## src/rtl/inst_fetch_queue.sv

```systemverilog
// inst_fetch_queue: credit-based instruction fetch front-end with in-order queue and redirect flush.
module inst_fetch_queue #(
  parameter int XLEN = 32,
  parameter int DEPTH = 4,
  parameter logic [XLEN-1:0] RESET_PC = '0
) (
  input  logic                       clk,
  input  logic                       reset,
  input  logic                       redirect_valid,
  input  logic [XLEN-1:0]            redirect_pc,
  input  logic                       stall,
  output logic                       imem_req_valid,
  output logic [XLEN-1:0]            imem_req_addr,
  input  logic                       imem_req_ready,
  input  logic                       imem_rsp_valid,
  input  logic [XLEN-1:0]            imem_rsp_data,
  output logic                       inst_valid,
  output logic [XLEN-1:0]            inst_pc,
  output logic [XLEN-1:0]            inst_data,
  output logic [$clog2(DEPTH):0]     queue_count
);
  localparam int AW = $clog2(DEPTH);
  localparam int CW = AW + 1;
  localparam int IW = AW + 5;
  logic [XLEN-1:0] fetch_pc_q, fetch_pc_d, rsp_pc_q, rsp_pc_d;
  logic [XLEN-1:0] pc_q [DEPTH];
  logic [XLEN-1:0] pc_d [DEPTH];
  logic [XLEN-1:0] data_q [DEPTH];
  logic [XLEN-1:0] data_d [DEPTH];
  logic [AW-1:0] rd_ptr_q, rd_ptr_d, wr_ptr_q, wr_ptr_d;
  logic [CW-1:0] count_q, count_d;
  logic [IW-1:0] inflight_q, inflight_d, drop_q, drop_d;
  logic credit_ok, issue, rsp_ok, wr_req, keep, pop;
  assign imem_req_addr = fetch_pc_q;
  assign inst_valid = count_q != '0;
  assign inst_pc = pc_q[rd_ptr_q];
  assign inst_data = data_q[rd_ptr_q];
  assign queue_count = count_q;
  // rsp_pc tracks the PC of the next response that will be kept, so no per-request tag storage is needed
  always_comb begin
    credit_ok = (IW'(count_q) + inflight_q - drop_q) < IW'(DEPTH);
    imem_req_valid = reset && !redirect_valid && credit_ok && (inflight_q != '1);
    issue = imem_req_valid && imem_req_ready;
    rsp_ok = imem_rsp_valid && (inflight_q != '0);
    wr_req = rsp_ok && (drop_q == '0) && !redirect_valid;
    keep = wr_req && (count_q != CW'(DEPTH));
    pop = inst_valid && !stall;
    fetch_pc_d = redirect_valid ? redirect_pc : issue ? fetch_pc_q + XLEN'(4) : fetch_pc_q;
    rsp_pc_d = redirect_valid ? redirect_pc : keep ? rsp_pc_q + XLEN'(4) : rsp_pc_q;
    inflight_d = inflight_q + IW'(issue) - IW'(rsp_ok);
    drop_d = redirect_valid ? inflight_q - IW'(rsp_ok) : drop_q - IW'(rsp_ok && (drop_q != '0));
    count_d = redirect_valid ? '0 : count_q + CW'(keep) - CW'(pop);
    wr_ptr_d = wr_ptr_q + AW'(keep);
    rd_ptr_d = redirect_valid ? wr_ptr_q : rd_ptr_q + AW'(pop);
    pc_d = pc_q;
    data_d = data_q;
    if (keep) begin
      pc_d[wr_ptr_q] = rsp_pc_q;
      data_d[wr_ptr_q] = imem_rsp_data;
    end
  end
  always_ff @(posedge clk or negedge reset) begin
    if (!reset) begin
      fetch_pc_q <= RESET_PC;
      rsp_pc_q <= RESET_PC;
      pc_q <= '{default: '0};
      data_q <= '{default: '0};
      rd_ptr_q <= '0;
      wr_ptr_q <= '0;
      count_q <= '0;
      inflight_q <= '0;
      drop_q <= '0;
    end else begin
      fetch_pc_q <= fetch_pc_d;
      rsp_pc_q <= rsp_pc_d;
      pc_q <= pc_d;
      data_q <= data_d;
      rd_ptr_q <= rd_ptr_d;
      wr_ptr_q <= wr_ptr_d;
      count_q <= count_d;
      inflight_q <= inflight_d;
      drop_q <= drop_d;
    end
  end
  assert property (@(posedge clk) disable iff (!reset) !(imem_rsp_valid && inflight_q == '0));
  assert property (@(posedge clk) disable iff (!reset) !(wr_req && count_q == CW'(DEPTH)));
endmodule

```

## config.mk

```make
export PLATFORM = sky130hd
export DESIGN_NAME = inst_fetch_queue
export DESIGN_NICKNAME = d
export VERILOG_FILES = /design/src/rtl/inst_fetch_queue.sv
export SDC_FILE = /design/constraint.sdc
export NUM_CORES = 1
export LEC_CHECK = 0
export CAP_MARGIN = 20
export CORE_AREA = 2 2 207 209
export CTS_CLUSTER_DIAMETER = 80
export DETAILED_ROUTE_END_ITERATION = 10
export DIE_AREA = 0 0 209 211
export GPL_TIMING_DRIVEN = 0
export PLACE_DENSITY = 0.56
export SETUP_SLACK_MARGIN = 0.15
export SLEW_MARGIN = 20
export SYNTH_ARGS = -nofsm -noshare
export SYNTH_HDL_FRONTEND = slang
export SYNTH_SLANG_ARGS = --single-unit
```

## constraint.sdc

```tcl
create_clock -name clk -period 5.5 [get_ports clk]
set_input_delay 1.65 -clock clk [delete_from_list [all_inputs] [get_ports clk]]
set_output_delay 1.65 -clock clk [all_outputs]
set_load 0.02 [all_outputs]
```

## Word-level counts from Yosys, hierarchy flattened

Index checks and enable logic that the tools add are counted.

| storage, ports and cells | value |
|---|---|
| input port bits | 70 |
| bits in registers | 341 |

| operators by class | value |
|---|---|
| bitwise gates (word level) | 2 |
| muxes and demuxes | 17 |
| $add $sub $neg | 12 |
| $lt $le $gt $ge | 4 |
| eq/ne operators | 2 |
| reduce and logical (&&, ||, !) cells | 19 |

Operators by type and width:

| operator | count |
|---|---|
| 2-to-1 mux 32 bit | 9 |
| bitwise mux 128 bit | 2 |
| binary-select mux 32 bit (select 2 bit) | 2 |
| adder 32 x 3 -> 32 bit (second input constant) | 2 |
| demux 32 bit (select 2 bit) | 1 |
| subtractor 7 x 1 -> 7 bit | 3 |
| nonzero test 7 bit | 2 |
| logical AND 1 bit | 11 |
| adder 3 x 7 -> 7 bit | 1 |
| adder 7 x 1 -> 7 bit | 1 |
| logical NOT 7 bit | 1 |
| < comparator 7 x 3 -> 1 bit (second input constant) | 1 |
| 2-to-1 mux 7 bit | 1 |
| inequality test 7 bit (second input constant) | 1 |
| subtractor 7 bit | 1 |
| >= comparator 3 bit (second input constant) | 2 |
| NOT 2 -> 3 bit | 2 |
| adder 2 x 1 -> 2 bit | 2 |
| nonzero test 2 bit | 2 |
| adder 3 x 1 -> 3 bit | 1 |
| < comparator 3 x 1 -> 1 bit (second input constant) | 1 |
| 2-to-1 mux 3 bit | 1 |
| inequality test 3 bit (second input constant) | 1 |
| nonzero test 3 bit | 1 |
| other kinds (3) | 4 |

## Logic depth before layout (Yosys ltp)

| depth | value |
|---|---|
| depth after elaboration | 8 |
| mapped depth | 21 |
| depth with buffers taken out | 20 |

## Least setup slack after synthesis

Ideal clock, no wire load.

| path | value |
|---|---|
| path type | in2out |
| start | input port redirect_valid |
| end | output port imem_req_valid |
| arrival time | 3.024 ns |
| stages on the path | 7 |
| slack | 0.826 ns |
| buffers on the path | 2 |
| data required time | 3.850 ns |
| path through | clkbuf_1 -> inv_2 -> o2111ai_1 -> a211o_1 -> buf_2 -> or2_1 -> nor2_1 |

| between the ends | value |
|---|---|
| cells in the longest elaborated chain, start to end | 4 |

RTL lines:

| item | RTL line | RTL |
|---|---|---|
| start: declaration | 9 | `input logic redirect_valid,` |
| logical NOT 1 bit | 42 | `imem_req_valid = reset && !redirect_valid && credit_ok && (inflight_q != '1);` |
| logical AND 1 bit (3 in series) | 42 |  |
| end: declaration | 12 | `output logic imem_req_valid,` |

Every way passes these cells.

## Final worst setup path

Ends and elaborated chain as after synthesis.

==> results.json <==
{
  "outcome": "complete, no violations",
  "report.final.hold_viol_count": 0,
  "worstHoldStart": "pc_q[10]",
  "ys_warn_count": 0,
  "setup_violations": 0,
  "grt_use_total_pct": 20.8,
  "die_h_um": 211,
  "portBuffers": 168,
  "syn-cell-area_mm2": 0.0166,
  "drive_above_1_share_pct": 29.4,
  "synth.yosys.seq_area_share_pct": 51.5,
  "cts.path.max_buffers": 3,
  "die_w_um": 209,
  "syn_avg_cell_area_um2": 13.3,
  "viasPerCell": 5.49,
  "coreArea_mm2": 0.0418,
  "setup.worst_path.start_class": "primary input",
  "grt_pass1_wl_um": 70200,
  "synth_cell_types": 62,
  "tightest_slew_ps": 1160,
  "cp_cell_sequence": "clkbuf_1 -> inv_2 -> o2111ai_1 -> a211o_1 -> buf_2 -> or2_1 -> nor2_1 -> clkbuf_2",
  "fmax_ghz": 0.196,
  "end_kind": "primary output",
  "ant_nets": 0,
  "vdd.ir_drop.worst_uv": 202,
  "drt_iter0_drc": 562,
  "p_int_uw": 5790,
  "gp_congestion": 0.828,
  "finalSetupTns_ps": 0,
  "min_period_ps": 5110,
  "p_total_uw": 8840,
  "clock_sinks": 341,
  "firstDrtPassIters": 7,
  "cp.required_ps": 3850,
  "h-tree-depth": 2,
  "yosys.area.top_type": "dfrtp_1",
  "clk_pin_slew_ps": 60,
  "antenna_cells": 0,
  "root_buffer": "clkbuf_16",
  "area_growth_pct": 23.0,
  "power.density_mw_per_mm2": 434,
  "synth_top_cell_area_share_pct": 51.5,
  "io_pins": 171,
  "synthCells": 1251,
  "combPwrFrac_pct": 34.5,
  "rsz0062_at_grt": "no",
  "switchingPower_uw": 3050,
  "yosys-top-cells-area": "dfrtp_1, mux2_2, mux4_2",
  "p_leak_uw": 0.00916,
  "grt_max_degree": 94,
  "nets": 1570,
  "slowest_stage": "or2_1",
  "p_sw_share_pct": 34.5,
  "syn_nets": 1357,
  "ys_ff_latch": 341,
  "reg2reg_from": "queue_count[1]",
  "grt_overflow_total": 0,
  "ys_async_sr_fraction_pct": 100,
  "maxSlewViolCount": 0,
  "hpwl_um": 31200,
  "design.die.area_mm2": 0.0441,
  "path_class": "primary input to primary output",
  "start_util_pct": 39.7,
  "antenna_found_initial": 0,
  "seqPwrFrac_pct": 34.8,
  "cp_slowest_stage_delay_ps": 310,
  "num_rows": 75,
  "crit_path_start": "redirect_valid",
  "grt_pass1_vias": 11600,
  "clock_power_share_pct": 30.7,
  "vias": 11200,
  "synth-edff-count": 0,
  "cts_tree": "built",
  "cts_made_buffers": 40,
  "post-route-period-util_pct": 93.0,
  "synth_ff_type": "dfrtp_1",
  "relSlewSlack_pct": 21.9,
  "drc": 0,
  "drt-wirelength-per-cell_um": 21.9,
  "finalClockSkew_ps": 20.2,
  "cp.arrival_ps": 3460,
  "holdCritPathClass": "flip-flop to flip-flop",
  "wl_um": 44500,
  "post-cts-setup-buffers": 0,
  "critPathMaxFanout": 10,
  "clk_latency_ps": 550,
  "maxCapViolCount": 0
}
[logic make-up (layout without fill, tap and decap cells)]
kind of cell	after synthesis	in the layout	synth area share [%]
flip-flops	341	341	51.5
AND/OR/NAND/NOR	240	240	7.36
multiplexers	324	324	26.3
adder cells (fa/ha/maj)	36	36	2.90
XOR/XNOR	43	43	2.32
buffers and inverters	122	365	3.10
AO/OA/AOI/OAI	145	145	6.57
[placed cells by master (no fill, tap or decap), types with 26 or more instances in the layout]
cell type	n
dfrtp_1	341
mux2_2	247
clkdlybuf4s50_1	166
nand2_1	78
mux4_2	64
o21ai_0	49
clkbuf_16	41
inv_1	39
nor2_1	34
nand3_1	34
ha_1	32
xnor2_1	31
clkbuf_1	31
buf_2	26
[power by group through the flow]
stage | Sequential, uW | Clock [uW] | Combinational, uW
2_1_floorplan | 3070 | 0 | 2080
3_3_place_gp | 3120 | 0 | 3030
3_5_place_dp | 3120 | 0 | 3070
4_1_cts | 3080 | 2790 | 3090
5_1_grt | 3130 | 2880 | 3350
6_report | 3080 | 2710 | 3050
[area by class of cell]
cell class / count / area [um^2]
Buffer: 80 / 365
Clock inverter: 17 / 173
Clock buffer: 55 / 1180
Multi-Input combinational cell: 788 / 7540
Fill cell: 3753 / 21400
Tap cell: 539 / 674
Sequential cell: 341 / 8530
Inverter: 42 / 158
Timing Repair Buffer: 171 / 1770
[worst paths after layout]
path                             endpoint  slack, ps  depth (start not counted)
min in group asynchronous      data_q[76]       1010                          1
min reg2reg                      pc_q[10]        480                          2
max reg2reg                 inflight_q[6]        620                         21
max                        imem_req_valid        390                          8
min                              pc_q[10]        480                          2
max in group asynchronous       pc_q[122]       3160                          3
[registers in the layout, summed over array words and instances (netlist names)]
name,flops
pc_q,128
wr_ptr_q,2
inflight_q,7
rd_ptr_q,2
queue_count,3
rsp_pc_q,32
imem_req_addr,32
data_q,128
drop_q,7
[critical path, delay by kind of cell]
family                 cells  cell delay [ps]
buffers and inverters      4              950
AOI/OAI and AO/OA          2              430
and+or+nand+nor            2              420
[cells in the mapped netlist, types with 3 or more instances]
master and count:
nor3_1 16, ha_1 32, o21ai_1 3, nand3b_1 4, o211ai_1 10, mux2i_1 8
nand2_1 78, o21a_1 4, nor2b_1 6, nand4_1 23, a2111oi_0 6, o31ai_1 3
o21bai_1 3, clkbuf_1 29, a2111oi_4 3, a21oi_1 14, and3_1 13, fa_1 4
buf_2 26, dfrtp_1 341, nor2_1 34, nor3b_1 4, xor2_1 11, buf_6 3
mux2_1 5, o21ai_0 49, and2_1 7, nand3_1 34, buf_1 21, o311ai_0 12
and4_1 5, mux2_2 247, a2111oi_2 10, a221o_1 5, inv_1 40, xnor2_1 31
mux4_2 64, nor4_1 4, a31oi_1 12
[layer usage]
layer  vias up  GRT usage [%]  part of all wire (%)  wire length (um)
li1       5059              -                     -                 -
met1      5749           29.4                    46             20700
met2       288           33.1                    47             20800
met3        72           3.73                   4.4              1970
met4         0           5.67                   2.3              1040
met5         -              0                     0                 0
[metrics by stage]
stage	util, %	hold slack, ps	instances	worst slack [ps]	instance area [um^2]
floorplan	-	445	1251	826	16600
global placement	45.3	464	1958	-12660	18900
detailed placement	45.6	472	1961	-192	19000
CTS	48.8	485	2033	125	20400
global route	48.8	507	2033	175	20400
finish	48.8	481	2033	386	20400
[what timing repair did]
action / in CTS / in global routing
endpoints found under the setup margin: 59 / 1
resized for setup: 4 / 5
hold buffers: 0 / 0
(Power assumes the default switching activity.)
